<file path="config.mk">
export PLATFORM = sky130hd
export DESIGN_NAME = model_scalar_fixed_iterative_divider
export DESIGN_NICKNAME = d
export VERILOG_FILES = /design/src/rtl/model_arithmetic_pkg.sv /design/src/rtl/model_scalar_fixed_iterative_divider.sv
export SDC_FILE = /design/constraint.sdc
export NUM_CORES = 1
export LEC_CHECK = 0
export BUFFER_PORTS_ARGS = -buffer_cell sky130_fd_sc_hd__buf_2
export CAP_MARGIN = 20
export CORE_ASPECT_RATIO = 1.2
export CORE_MARGIN = 2
export CORE_UTILIZATION = 23
export DETAILED_ROUTE_END_ITERATION = 8
export SLEW_MARGIN = 30
export SYNTH_ARGS = -nofsm -noshare
export SYNTH_HDL_FRONTEND = slang
export SYNTH_SLANG_ARGS = --single-unit
export TNS_END_PERCENT = 50
</file>
<file path="constraint.sdc">
create_clock -name CLK -period 4 [get_ports CLK]
set_input_delay 0.2 -clock CLK [delete_from_list [all_inputs] [get_ports CLK]]
set_output_delay 0.2 -clock CLK [all_outputs]
set_load 0.005 [all_outputs]
</file>
<file path="src/rtl/model_arithmetic_pkg.sv">
// Shared types and constants for the scalar arithmetic blocks of the NTM datapath.
package model_arithmetic_pkg;

  // Zero value used when clearing datapath registers.
  localparam int ZERO_DATA = 0;

  typedef enum logic [1:0] {
    IDLE    = 2'd0,
    ITERATE = 2'd1,
    FINISH  = 2'd2
  } divider_state_t;

  // Largest positive two's-complement value of a data_size-bit word, zero-extended to 64 bits.
  function automatic logic [63:0] sat_max_pos(input int data_size);
    return (64'd1 << (data_size - 1)) - 64'd1;
  endfunction

  // Most negative two's-complement value of a data_size-bit word, as its low data_size bits.
  function automatic logic [63:0] sat_max_neg(input int data_size);
    return 64'd1 << (data_size - 1);
  endfunction

endpackage

</file>
<file path="src/rtl/model_scalar_fixed_iterative_divider.sv">
// Signed fixed-point scalar divider: radix-2 restoring division on magnitudes,
// one quotient bit per cycle, truncation toward zero, saturation on overflow
// and divide-by-zero.
//
//   state   | meaning
//   --------+--------------------------------------------------------------
//   IDLE    | waiting for START; latches sign, magnitudes, clears datapath
//   ITERATE | one restoring shift/subtract step per cycle, N steps in total
//   FINISH  | saturate/sign-restore, register outputs, pulse READY
module model_scalar_fixed_iterative_divider
  import model_arithmetic_pkg::*;
#(
  parameter int DATA_SIZE     = 64,
  parameter int CONTROL_SIZE  = 64,
  parameter int FRACTION_SIZE = 32
) (
  input  logic                 CLK,
  input  logic                 RST,
  input  logic                 START,
  output logic                 READY,
  input  logic [DATA_SIZE-1:0] DATA_A_IN,
  input  logic [DATA_SIZE-1:0] DATA_B_IN,
  output logic [DATA_SIZE-1:0] DATA_OUT,
  output logic                 OVERFLOW_OUT
);

  localparam int N = DATA_SIZE + FRACTION_SIZE;

  localparam logic [DATA_SIZE-1:0] MAX_POS = DATA_SIZE'(sat_max_pos(DATA_SIZE));
  localparam logic [DATA_SIZE-1:0] MAX_NEG = DATA_SIZE'(sat_max_neg(DATA_SIZE));

  // Quotient limits seen as unsigned N-bit magnitudes.
  localparam logic [N-1:0] Q_POS_LIMIT = N'(MAX_POS);
  localparam logic [N-1:0] Q_NEG_LIMIT = N'(MAX_NEG);

  divider_state_t          state;
  logic                    sign_q;
  logic                    dbz_q;
  logic [DATA_SIZE-1:0]    abs_b_q;
  logic [N-1:0]            dividend_q;
  logic [DATA_SIZE-1:0]    rem_q;
  logic [N-1:0]            quotient_q;
  logic [CONTROL_SIZE-1:0] counter_q;

  logic [DATA_SIZE:0]      rem_shift;
  logic [DATA_SIZE-1:0]    rem_sub;
  logic                    q_bit;

  // Magnitude as unsigned; the most negative value maps to 2^(DATA_SIZE-1).
  function automatic logic [DATA_SIZE-1:0] magnitude(input logic [DATA_SIZE-1:0] v);
    return v[DATA_SIZE-1] ? (~v + 1'b1) : v;
  endfunction

  // Re-apply the result sign to a magnitude; negating zero stays zero.
  function automatic logic [DATA_SIZE-1:0] apply_sign(input logic [DATA_SIZE-1:0] mag,
                                                      input logic neg);
    return neg ? (~mag + 1'b1) : mag;
  endfunction

  // One restoring step: bring in the next dividend bit and trial-subtract |B|.
  // When the subtraction succeeds the result is below |B|, so DATA_SIZE bits suffice.
  always_comb begin
    rem_shift = {rem_q, dividend_q[N-1]};
    q_bit     = (rem_shift >= {1'b0, abs_b_q});
    rem_sub   = rem_shift[DATA_SIZE-1:0] - abs_b_q;
  end

  // Control FSM with registered datapath and outputs.
  always_ff @(posedge CLK) begin
    if (RST) begin
      state        <= IDLE;
      sign_q       <= 1'b0;
      dbz_q        <= 1'b0;
      abs_b_q      <= '0;
      dividend_q   <= '0;
      rem_q        <= '0;
      quotient_q   <= '0;
      counter_q    <= '0;
      READY        <= 1'b0;
      DATA_OUT     <= DATA_SIZE'(ZERO_DATA);
      OVERFLOW_OUT <= 1'b0;
    end else begin
      case (state)
        IDLE: begin
          READY <= 1'b0;
          if (START) begin
            sign_q     <= DATA_A_IN[DATA_SIZE-1] ^ DATA_B_IN[DATA_SIZE-1];
            abs_b_q    <= magnitude(DATA_B_IN);
            dividend_q <= N'(magnitude(DATA_A_IN)) << FRACTION_SIZE;
            rem_q      <= '0;
            quotient_q <= '0;
            counter_q  <= CONTROL_SIZE'(N);
            dbz_q      <= (DATA_B_IN == '0);
            state      <= (DATA_B_IN == '0) ? FINISH : ITERATE;
          end
        end

        ITERATE: begin
          READY      <= 1'b0;
          rem_q      <= q_bit ? rem_sub : rem_shift[DATA_SIZE-1:0];
          dividend_q <= dividend_q << 1;
          quotient_q <= (quotient_q << 1) | N'(q_bit);
          counter_q  <= counter_q - 1'b1;
          if (counter_q == CONTROL_SIZE'(1)) begin
            state <= FINISH;
          end
        end

        FINISH: begin
          READY <= 1'b1;
          state <= IDLE;
          if (dbz_q) begin
            // B was zero, so the sign is the sign of A; a zero dividend stays zero.
            OVERFLOW_OUT <= 1'b1;
            if (dividend_q == '0) begin
              DATA_OUT <= DATA_SIZE'(ZERO_DATA);
            end else begin
              DATA_OUT <= sign_q ? MAX_NEG : MAX_POS;
            end
          end else if (!sign_q) begin
            if (quotient_q > Q_POS_LIMIT) begin
              DATA_OUT     <= MAX_POS;
              OVERFLOW_OUT <= 1'b1;
            end else begin
              DATA_OUT     <= quotient_q[DATA_SIZE-1:0];
              OVERFLOW_OUT <= 1'b0;
            end
          end else begin
            if (quotient_q > Q_NEG_LIMIT) begin
              DATA_OUT     <= MAX_NEG;
              OVERFLOW_OUT <= 1'b1;
            end else begin
              DATA_OUT     <= apply_sign(quotient_q[DATA_SIZE-1:0], 1'b1);
              OVERFLOW_OUT <= 1'b0;
            end
          end
        end

        default: begin
          READY <= 1'b0;
          state <= IDLE;
        end
      endcase
    end
  end

endmodule
</file>
==> impl_results.md, run 1 <==
* Result of the run: complete, no violations
* RSZ-0062 raised after global routing: false
* Number of distinct library cells after synthesis at 77
* Remaining global-route overflow at 0
* Flop pwr share at 0.315
* Max IR drop VDD at 0.369 mV
* Required arrival time at the worst endpoint at 4500 ps
* Global-route wire length before repair at 126000 um
* Buffer cell driving the clock tree root: sky130_fd_sc_hd__clkbuf_16
* Cell area after layout at 29300 um2
* Worst slew pin tran at 853 ps
* Count of buffering cells on the critical path with inverters included at 2
* Overall routing resource usage at 0.142
* Area of combinational cells with multiple inputs at 14700 um2
* Clock tree from TritonCTS: built
* Routability congestion estimate from global placement at 0.913
* Post-synthesis async set-or-reset flop share at 0
* CP top delay family: simple AND/OR/NAND/NOR gates
* Number of storage elements in the synthesis netlist at roughly 420
* Setup fix buffers added after clock tree synthesis at 0
* Max-cap violation count at 0
* Final std cells w/o fill at between 4000 and 5000
* Mean number of vias per cell at slightly above 5
* CP Capture Type: register
* Starting density of the core at 0.232
* Startpoint class of the critical path: primary input
* CP max FO at 3
* Vias in the first global route at ~23000
* CTS Buf Count at 50
* Worst Clk Skew at ~40 ps
* Clock Latency Late Sink at 620 ps
* Wire length per cell at around 17 um
* Bufs on Longest Clock Path at 3
* Layout fillers at 11384
* Int Pwr at slightly below 0.01 W
* Part of the Yosys area used for sequential elements at 0.347
* Startpoint-to-endpoint class of the critical path: primary input to register
* FF-to-FF setup slack at approximately 220 ps
* Worst reg2reg path startpoint: quotient_q[0]
* Maximum number of pins on one net before global-route repair at 155
* Mean cell area of the mapped netlist at approximately 7.8 um2
* Core utilization of the finished layout at 0.280
* Core area at 105000 um2
* Highest attainable clock frequency at 0.259 GHz
* Setup ws final at 132 ps
* Share of post-route cells with drive strength above 1 at 0.134
* HPWL Detailed at approximately 57000 um
* Number of ports placed on the die boundary at between 150 and 200
* CTS sink cnt at 422
* Final Slew Violations at 0
* Worst Hold Path Cells at 2
* Maximum cell stage delay along the critical path at 560 ps
* Area of the die at around 110000 um2
* Start point of the worst min-delay path: RST
* Worst-path cell chain: dlygate4sd3_1, buf_2, or4_1, or4_1, or2_2, or4_4, or3_1, or3_4, or4_4, a2111oi_4
* Synthesis-to-finish area growth at 20.5%
* Total Nets Final at around 3500
* Worst hold-check slack at 38.3 ps
* Router iterations before antenna repair at 6
* Antenna-violating nets left at 0
* Final hold violation count at 0
* Count of H-tree levels built during CTS at 2
* Clock Power Share at 0.325
* Final count of negative-setup-slack endpoints at 0
* Post-CTS clock slew at the launch and capture registers of the worst setup and hold paths at 60 ps
* Synthesized netlist cell count at between 3000 and 4000
* Endpoint arrival time on the critical path at 4370 ps
* Slowest-stage cell, CP: sky130_fd_sc_hd__or4_4
* Count of port buffers added during placement at 196
* Net switching power at 0.00552 W
* Worst Reg2Reg Path Length in Cells at 14
* Die span in x at roughly 300 um
* Switching Share at 0.360
* Worst slack at placement at -2.21 ps
* Antenna violations before repair at 9
* Combinational Power Share at 0.360
* End point of the most critical hold path: quotient_q[88]
* Chip height at around 360 um
* Number of nets in the synthesized netlist at 3327
* End of the worst register-to-register path: DATA_OUT[42]
* Most frequently used flop master after synthesis: sky130_fd_sc_hd__dfxtp_1
* DRC violations left at 0
* Hold/Removal Path Class: primary input to register
* Drt total wl at 80000 um
* Site row count at 130
* Combined area of all synthesized cells at 24300 um2
* Yosys warnings at 0
* Pwr per Cell Area at roughly 520 nW/um2
* Placement Cell Area at 27100 um2
* Number of enable flip-flop cells after synthesis at 0
* Final cycle utilization of the critical path at 0.967
* Total number of vias at about 24000
* Headroom to the max-slew limit at 0.431
* Register Area at 8450 um2
* Cells after DPL at 4576
* Leak Pwr at 11.3 nW
* Minimum clock period after layout at 3870 ps
* Iteration-0 DRC Markers at between 2000 and 2500
[registers in the layout, indices dropped and copies added, names as in the netlist]
signal,count
READY,1
DATA_OUT,64
sign_q,1
quotient_q,96
OVERFLOW_OUT,1
dbz_q,1
rem_q,64
dividend_q,64
state,2
abs_b_q,64
counter_q,64
[per-layer routing]
metal | vias to the layer above | share of wire | track usage
met1 | 11378 | 0.44 | 0.183
met4 | 8 | 0.030 | 0.0458
li1 | 11820 | - | -
met5 | - | 0.00056 | 0
met3 | 130 | 0.062 | 0.0254
met2 | 707 | 0.47 | 0.236
[layout make-up]
type | count | share of cell area
Clock buffer | 64 | 0.0479
Tap cell | 1386 | 0.0591
Multi-Input combinational cell | 2372 | 0.501
Clock inverter | 26 | 0.0131
Sequential cell | 422 | 0.288
Antenna cell | 3 | 0.000256
Timing Repair Buffer | 335 | 0.0778
Inverter | 99 | 0.0127
[worst reg2reg max path, stage by stage (launching register included)]
cell                       delay [ps]
sky130_fd_sc_hd__dfxtp_1          350
sky130_fd_sc_hd__inv_1            100
sky130_fd_sc_hd__ha_1             190
sky130_fd_sc_hd__or3b_1           400
sky130_fd_sc_hd__or4_1            460
sky130_fd_sc_hd__nor4_2           260
sky130_fd_sc_hd__buf_4            190
sky130_fd_sc_hd__nand2b_1          80
sky130_fd_sc_hd__or2_1            220
sky130_fd_sc_hd__or4_1            470
sky130_fd_sc_hd__or3_1            370
sky130_fd_sc_hd__nor3_2           140
sky130_fd_sc_hd__mux2i_1          200
sky130_fd_sc_hd__o221ai_1         120
sky130_fd_sc_hd__o211a_1          120
[logic make-up after synthesis]
group / count (synthesis) / share of synthesized area
buf+inv: 332 / 0.0514
simple gates: 1054 / 0.209
mux: 15 / 0.00628
flops: 422 / 0.347
fa+ha+maj: 70 / 0.0363
compound gates: 1042 / 0.280
xor+xnor: 191 / 0.0688
[cell usage in the layout, fill, tap and decap left out, types with 12 or more instances in the layout]
cell type                       instances
sky130_fd_sc_hd__a22o_1                31
sky130_fd_sc_hd__or3_1                 42
sky130_fd_sc_hd__o21bai_1              12
sky130_fd_sc_hd__nand2_1              262
sky130_fd_sc_hd__o211ai_1              23
sky130_fd_sc_hd__nor2_1               341
sky130_fd_sc_hd__nand2b_1              20
sky130_fd_sc_hd__nor4_1                58
sky130_fd_sc_hd__nor3_1                86
sky130_fd_sc_hd__o221ai_1              58
sky130_fd_sc_hd__a22oi_1              105
sky130_fd_sc_hd__a31oi_1               20
sky130_fd_sc_hd__or2_2                 31
sky130_fd_sc_hd__buf_12                12
sky130_fd_sc_hd__a21o_1                46
sky130_fd_sc_hd__or4_1                 51
sky130_fd_sc_hd__clkbuf_16             51
sky130_fd_sc_hd__a21oi_1              267
sky130_fd_sc_hd__mux2i_1               13
sky130_fd_sc_hd__nand3_1               44
sky130_fd_sc_hd__xor2_1                88
sky130_fd_sc_hd__nor2b_1               14
sky130_fd_sc_hd__o31ai_1               43
sky130_fd_sc_hd__inv_1                 98
sky130_fd_sc_hd__o22ai_1               19
sky130_fd_sc_hd__nand4_1               36
sky130_fd_sc_hd__dlygate4sd3_1         38
sky130_fd_sc_hd__buf_2                194
sky130_fd_sc_hd__a32oi_1               15
sky130_fd_sc_hd__dfxtp_1              422
sky130_fd_sc_hd__o41ai_1               29
sky130_fd_sc_hd__buf_4                 90
sky130_fd_sc_hd__o311ai_0              20
sky130_fd_sc_hd__a211oi_1              80
sky130_fd_sc_hd__ha_1                  69
sky130_fd_sc_hd__xnor2_1              103
sky130_fd_sc_hd__o21ai_0              218
[metrics by stage]
| stage | power [W] | TNS (ps) |
|---|---|---|
| floorplan | 0.00852 | 0 |
| global placement | 0.0103 | -2.23 |
| detailed placement | 0.0103 | -2.21 |
| CTS | 0.0155 | 0 |
| global route | 0.0162 | 0 |
| finish | 0.0153 | 0 |
[power by group through the flow]
stage | sequential [W] | clock, W | combinational, W
2_1_floorplan | 0.00483 | 0 | 0.00369
3_3_place_gp | 0.00491 | 0 | 0.00541
3_5_place_dp | 0.00492 | 0 | 0.00543
4_1_cts | 0.00483 | 0.00513 | 0.00550
5_1_grt | 0.00488 | 0.00529 | 0.00608
6_report | 0.00483 | 0.00499 | 0.00552
[Yosys cell counts (5+ instances only)]
master / instances / share of area
sky130_fd_sc_hd__a211oi_1: 80 / 0.025
sky130_fd_sc_hd__a21boi_0: 5 / 0.0015
sky130_fd_sc_hd__a21o_1: 46 / 0.014
sky130_fd_sc_hd__a21oi_1: 269 / 0.055
sky130_fd_sc_hd__a221oi_1: 5 / 0.0018
sky130_fd_sc_hd__a22o_1: 31 / 0.011
sky130_fd_sc_hd__a22oi_1: 105 / 0.032
sky130_fd_sc_hd__a31oi_1: 20 / 0.0051
sky130_fd_sc_hd__a32oi_1: 15 / 0.0054
sky130_fd_sc_hd__and2_1: 5 / 0.0013
sky130_fd_sc_hd__and3_1: 10 / 0.0026
sky130_fd_sc_hd__buf_1: 13 / 0.0020
sky130_fd_sc_hd__clkbuf_1: 217 / 0.033
sky130_fd_sc_hd__dfxtp_1: 422 / 0.35
sky130_fd_sc_hd__ha_1: 69 / 0.035
sky130_fd_sc_hd__inv_1: 98 / 0.015
sky130_fd_sc_hd__mux2i_1: 13 / 0.0053
sky130_fd_sc_hd__nand2_1: 263 / 0.041
sky130_fd_sc_hd__nand2b_1: 20 / 0.0051
sky130_fd_sc_hd__nand3_1: 44 / 0.0091
sky130_fd_sc_hd__nand3b_1: 9 / 0.0028
sky130_fd_sc_hd__nand4_1: 36 / 0.0093
sky130_fd_sc_hd__nor2_1: 346 / 0.053
sky130_fd_sc_hd__nor2b_1: 15 / 0.0039
sky130_fd_sc_hd__nor3_1: 87 / 0.018
sky130_fd_sc_hd__nor3b_1: 7 / 0.0022
sky130_fd_sc_hd__nor4_1: 58 / 0.015
sky130_fd_sc_hd__o211ai_1: 23 / 0.0071
sky130_fd_sc_hd__o21a_1: 11 / 0.0034
sky130_fd_sc_hd__o21ai_0: 218 / 0.045
sky130_fd_sc_hd__o21bai_1: 12 / 0.0037
sky130_fd_sc_hd__o221ai_1: 58 / 0.021
sky130_fd_sc_hd__o22ai_1: 19 / 0.0049
sky130_fd_sc_hd__o311ai_0: 20 / 0.0072
sky130_fd_sc_hd__o31ai_1: 43 / 0.013
sky130_fd_sc_hd__o41ai_1: 29 / 0.010
sky130_fd_sc_hd__or2_2: 32 / 0.0082
sky130_fd_sc_hd__or3_1: 42 / 0.011
sky130_fd_sc_hd__or4_1: 51 / 0.016
sky130_fd_sc_hd__xnor2_1: 103 / 0.037
sky130_fd_sc_hd__xor2_1: 88 / 0.032
[repair_timing]
| action | in CTS | in global routing |
|---|---|---|
| endpoints found under the hold margin | 40 | 0 |
| endpoints found under the setup margin | 0 | 6 |
| gates resized for setup | 0 | 2 |
| hold buffers | 38 | 0 |
[worst max path at each step]
stage          cells past startpoint          start            to
3_5_place_dp                      10   DATA_B_IN[7]      state[1]
5_1_grt                           14  quotient_q[0]  DATA_OUT[42]
2_1_floorplan                     15  quotient_q[0]  DATA_OUT[31]
4_1_cts                           10  DATA_B_IN[31]      state[1]
6_report                          10  DATA_B_IN[31]      state[1]
3_3_place_gp                      12   DATA_B_IN[7]   abs_b_q[58]
Power figures use the tool's default switching activity.
==> run 2, diff against run 1 <==
- PLACE_DENSITY: default -> 0.41
==> impl_results.md, run 2 (synthesis gave the netlist of run 1 again) <==
* Synthesis-to-finish area growth at 21.4%
* Headroom to the max-slew limit at 0.417
* CP Launch Point: quotient_q[0]
* Highest attainable clock frequency at 0.266 GHz
* Required arrival time at the worst endpoint at about 4500 ps
* Worst slack at placement at 47.8 ps
* Count of H-tree levels built during CTS at 2
* Worst reg2reg path startpoint: quotient_q[0]
* Max-cap violation count at 0
* Wire length per cell at 18.6 um
* Startpoint class of the critical path: register
* Setup ws final at approximately 240 ps
* Total number of vias at 23722
* Max IR drop VDD at between 0.3 and 0.4 mV
* Overall routing resource usage at 0.158
* Worst slew pin tran at slightly below 900 ps
* Critical Path Most Common Cell: sky130_fd_sc_hd__or4_1
* Int Pwr at 0.00975 W
* Register Area at 8450 um2
* CTS sink cnt at 422
* RSZ-0062 raised after global routing: false
* Vias in the first global route at 23290
* Area of the die at 108000 um2
* Worst Clk Skew at 24.5 ps
* Switching Share at 0.366
* Chip height at 360 um
* Clock tree from TritonCTS: built
* Endpoint arrival time on the critical path at between 4000 and 5000 ps
* Flip-flop count of the largest register, all copies and words added at between 90 and 100
* Combinational Power Share at 0.359
* Most common cell after layout, fill and taps aside: sky130_fd_sc_hd__dfxtp_1
* Net switching power at 0.00563 W
* Result of the run: complete, no violations
* Iteration-0 DRC Markers at 1391
* Most used cells in the layout excluding fill and tap cells: sky130_fd_sc_hd__dfxtp_1 (421), sky130_fd_sc_hd__nor2_1 (341), sky130_fd_sc_hd__a21oi_1 (268), sky130_fd_sc_hd__nand2_1 (262), sky130_fd_sc_hd__o21ai_0 (218)
* Clock Latency Late Sink at just over 600 ps
* CP Capture Type: register
* Pwr per Cell Area at 521 nW/um2
* CP max FO at 6
* Minimum clock period after layout at about 3800 ps
* Worst-path cell chain: inv_1, ha_1, or3b_1, or4_1, nor4_2, buf_4, nand2b_1, or2_1, or4_1, or3_1, nor3_2, mux2i_1, o221ai_1, o211a_1
* Final cycle utilization of the critical path at 0.940
* Cells after DPL at 4593
* Number of ports placed on the die boundary at 197
* Final count of negative-setup-slack endpoints at 0
* Area of combinational cells with multiple inputs at 14700 um2
* Bufs on Longest Clock Path at 3
* Post-CTS clock slew at the launch and capture registers of the worst setup and hold paths at roughly 60 ps
* Die span in x at 301 um
* Startpoint-to-endpoint class of the critical path: register to register
* Flop pwr share at 0.315
* Remaining global-route overflow at 0
* Routability congestion estimate from global placement at 0.868
* Antenna-violating nets left at 0
* Final Slew Violations at 0
* Maximum number of pins on one net before global-route repair at 157
* Maximum cell stage delay along the critical path at about 460 ps
* Final-layout setup total negative slack at 0 ps
* Leak Pwr at 11.4 nW
* Drt total wl at around 88000 um
* Setup fix buffers added after clock tree synthesis at 0
* Buffer cell driving the clock tree root: sky130_fd_sc_hd__clkbuf_16
* Total Nets Final at 3508
* Core area at 105000 um2
* HPWL Detailed at 61800 um
* Share of post-route cells with drive strength above 1 at 0.139
* Slowest-stage cell, CP: sky130_fd_sc_hd__or4_1
* Final std cells w/o fill at 4735
* Layout fillers at 11486
* Final hold violation count at 0
* Antenna violations before repair at 5
* Top reg by flops: quotient_q
* Start point of the worst min-delay path: DATA_A_IN[14]
* Router iterations before antenna repair at 7
* Starting density of the core at 0.232
* DRC violations left at 0
* CTS Buf Count at 53
* Clock Power Share at 0.326
* Site row count at 130
* Mean number of vias per cell at 5.01
* Count of port buffers added during placement at 196
* Hold/Removal Path Class: primary input to register
* Global-route wire length before repair at roughly 140000 um
## run 2: changes by cell type in the layout (fill, tap and decap cells not counted), sizes merged
cell / change
diode: +1
clkinvlp: -2
clkbuf: +8
bufinv: -3
buf: +17
dlygate4sd3: +7
## run 2: critical path: cells and delay by family (launching register included)
kind	cells	cell delay, ps
AND/OR/NAND/NOR	8	2360
flip-flops	1	340
buffers and inverters	2	290
AO/OA/AOI/OAI	2	260
multiplexers	1	220
adder cells (fa/ha/maj)	1	190
## run 2: path summary, 6_finish.rpt
| check | endpoint | slack (ps) | cells past startpoint |
|---|---|---|---|
| worst max-delay path | DATA_OUT[42] | 240 | 14 |
| worst min-delay path | dividend_q[46] | 40 | 4 |
| worst max register to register | DATA_OUT[42] | 240 | 14 |
| worst min register to register | abs_b_q[49] | 460 | 2 |
## run 2: power groups by stage
stage	clock, W	sequential [W]	combinational, W
after global routing	0.00536	0.00489	0.00617
after detailed placement	0	0.00492	0.00549
after global placement	0	0.00493	0.00551
final	0.00501	0.00484	0.00552
after CTS	0.00520	0.00484	0.00556
after floorplan	0	0.00483	0.00369
## run 2: through the flow
stage / util / power [W] / hold WS (ps) / instance area, um2
after floorplan: - / 0.00852 / 336 / 24300
after global placement: 0.260 / 0.0104 / 443 / 27300
after detailed placement: 0.260 / 0.0104 / 448 / 27300
after CTS: 0.282 / 0.0156 / 0.152 / 29500
after global routing: 0.282 / 0.0164 / 13.1 / 29500
final: 0.282 / 0.0154 / 39.0 / 29500
## run 2: repair_timing
item / in CTS / in global routing
hold buffers: 45 / 0
resized for setup: 0 / 2
endpoints found under the hold margin: 47 / 0
endpoints found under the setup margin: 0 / 14
## run 2: layer usage
metal	vias to the layer above	global-route usage	routed length (um)
li1	11869	-	-
met1	11325	0.210	41100
met2	420	0.267	41900
met3	106	0.0193	2790
met4	2	0.0429	2250
met5	-	0	11
## run 2: final cells by class
cell class / count / share of cell area
sequential: 422 / 0.286
multi-input combinational: 2372 / 0.497
tap: 1386 / 0.0587
clock inverter: 21 / 0.00835
antenna: 4 / 0.000339
clock buffer: 72 / 0.0522
inverter: 99 / 0.0126
timing repair buffer: 359 / 0.0843
==> run 3, diff against run 2 <==
- PLACE_DENSITY: 0.41 -> 0.4
- clock period: 4 -> 3.47 ns (I/O delays scaled with it)
==> impl_results.md, run 3 (synthesis gave the netlist of run 1 again) <==
* Result of the run: complete, but fails checks
* Violated checks: negative setup slack
* Site row count at 130
* End point of the most critical hold path: counter_q[28]
* Startpoint-to-endpoint class of the critical path: register to register
* CP Capture Type: register
* Share of post-route cells with drive strength above 1 at 0.203
* Slowest-stage cell, CP: sky130_fd_sc_hd__or4b_4
* Final hold violation count at 0
* Highest attainable clock frequency at 0.285 GHz
* Worst slew pin tran at roughly 920 ps
* Drt total wl at 90700 um
* Count of H-tree levels built during CTS at 2
* Count of port buffers added during placement at a little under 200
* Final-layout setup total negative slack at -33.6 ps
* Overall routing resource usage at 0.163
* Worst Clk Skew at 40.4 ps
* Minimum clock period after layout at 3500 ps
* Wire length per cell at roughly 18 um
* HPWL Detailed at 64100 um
* Endpoint arrival time on the critical path at 4030 ps
* Hold/Removal Path Class: primary input to register
* Final Slew Violations at 0
* CTS sink cnt at 422
* Global-route wire length before repair at 142000 um
* FF-to-FF setup slack at -30 ps
* Remaining global-route overflow at 0
* Buffer cell driving the clock tree root: sky130_fd_sc_hd__clkbuf_16
* Worst Reg2Reg Path Length in Cells at 11
* Worst Hold Path Cells at 2
* Max IR drop VDD at 0.427 mV
* Antenna-violating nets left at 0
* Total Nets Final at approximately 3700
* Final cycle utilization of the critical path at 1.01
* CTS Buf Count at 53
* Synthesis-to-finish area growth at 30.4%
* Placement Cell Area at 28700 um2
* Antenna violations before repair at 8
* Pwr per Cell Area at 593 nW/um2
* Post-CTS clock slew at the launch and capture registers of the worst setup and hold paths at 60 ps
* Required arrival time at the worst endpoint at around 4000 ps
* Top reg by flops: quotient_q
* Most common cell after layout, fill and taps aside: sky130_fd_sc_hd__dfxtp_1
* Setup ws final at -33.6 ps
* Max-cap violation count at 0
* Vias in the first global route at 24320
* Most used cells in the layout excluding fill and tap cells: sky130_fd_sc_hd__dfxtp_1 (419), sky130_fd_sc_hd__nor2_1 (337), sky130_fd_sc_hd__buf_4 (275), sky130_fd_sc_hd__nand2_1 (262), sky130_fd_sc_hd__a21oi_1 (257)
* CP Launch Point: quotient_q[23]
* Number of ports placed on the die boundary at 197
* DRC violations left at 0
* Maximum number of pins on one net before global-route repair at 127
* Routability congestion estimate from global placement at 0.847
* Layout fillers at 11329
* Final count of negative-setup-slack endpoints at 1
* Worst slack at placement at -462 ps
* Maximum cell stage delay along the critical path at 520 ps
* Clock tree from TritonCTS: built
* Worst-path cell chain: or3_4, or4b_4, nor4_4, buf_6, nand4_1, o31a_1, or3_4, buf_12, buf_8, o311a_1, nor3_1
* Worst reg2reg path startpoint: quotient_q[23]
* Flip-flop count of the largest register, all copies and words added at 96
* Starting density of the core at 0.232
* Leak Pwr at 12.5 nW
* Clock Latency Late Sink at 640 ps
* Startpoint class of the critical path: register
* Mean number of vias per cell at 4.97
* Area of the die at roughly 110000 um2
* Core area at 105000 um2
* CP max FO at 7
* Headroom to the max-slew limit at 0.386
* Cell area after layout at about 32000 um2
* Critical Path Most Common Cell: sky130_fd_sc_hd__or3_4
* Bufs on Longest Clock Path at 3
* Router iterations before antenna repair at 5
* End of the worst register-to-register path: DATA_OUT[5]
* Total number of vias at 24583
* Area of combinational cells with multiple inputs at 15100 um2
* Iteration-0 DRC Markers at 1372
* Register Area at 8450 um2
* Chip height at 360 um
* Start point of the worst min-delay path: RST
* Die span in x at between 300 and 400 um
* RSZ-0062 raised after global routing: true
## run 3: cell count changes in the layout (fill, tap and decap cells not counted), moves of 10 or more
cell and change:
sky130_fd_sc_hd__dlygate4sd3_1 +29, sky130_fd_sc_hd__nor3_1 -13, sky130_fd_sc_hd__buf_4 +170, sky130_fd_sc_hd__a21oi_1 -11, sky130_fd_sc_hd__o21ai_0 -18, sky130_fd_sc_hd__nor3_2 +12
sky130_fd_sc_hd__a21oi_2 +10, sky130_fd_sc_hd__o21ai_1 +12
## run 3: worst max-delay path by stage
stage,endpoint,slack [ps],depth (start not counted)
6_report,DATA_OUT[5],-30,11
5_1_grt,DATA_OUT[8],-140,12
4_1_cts,DATA_OUT[42],-90,14
3_5_place_dp,state[1],-460,10
3_3_place_gp,state[1],-450,10
2_1_floorplan,state[1],-370,10
## run 3: per-stage QoR
stage          power (W)  std cells  utilization  hold slack [ps]
3_5_place_dp      0.0126       4758        0.274              450
5_1_grt           0.0201       4947        0.303             19.1
6_report          0.0188       4947        0.303             3.86
3_3_place_gp      0.0127       4758        0.274              442
4_1_cts           0.0189       4937        0.300             1.65
2_1_floorplan    0.00988       3126            -              309
## run 3: layer usage
| metal | GRT usage | part of all wire |
|---|---|---|
| met1 | 0.211 | 0.46 |
| met2 | 0.278 | 0.48 |
| met3 | 0.0234 | 0.038 |
| met4 | 0.0484 | 0.028 |
| met5 | 0 | 0.00049 |
## run 3: what timing repair did
item                                    in CTS  in global routing
hold buffers                                74                  0
pin swaps                                   11                 28
hold endpoints to repair                    77                  0
endpoints found under the setup margin      70                115
gates resized for setup                     24                 67
buffers inserted                             5                  6
gates cloned                                 1                  0
## run 3: critical path, delay by kind of cell (launching register included)
kind | cells | cell delay, ps
flops | 1 | 320
simple gates | 6 | 1910
compound gates | 2 | 720
buf+inv | 3 | 470
## run 3: cell type report
class                      count  area share
sequential                   422       0.267
clock inverter                28      0.0106
tap                         1386      0.0547
antenna                        4    0.000316
clock buffer                  71      0.0478
timing repair buffer         565       0.132
inverter                      99      0.0117
multi-input combinational   2372       0.477
## run 3: report_power, final
group / internal (W) / leakage (nW) / total (W) / switching [W]
Combinational: 0.00321 / 8.13 / 0.00732 / 0.00411
Clock: 0.00352 / 0.922 / 0.00592 / 0.00240
Sequential: 0.00525 / 3.43 / 0.00557 / 0.000322
Total: 0.0120 / 12.5 / 0.0188 / 0.00684
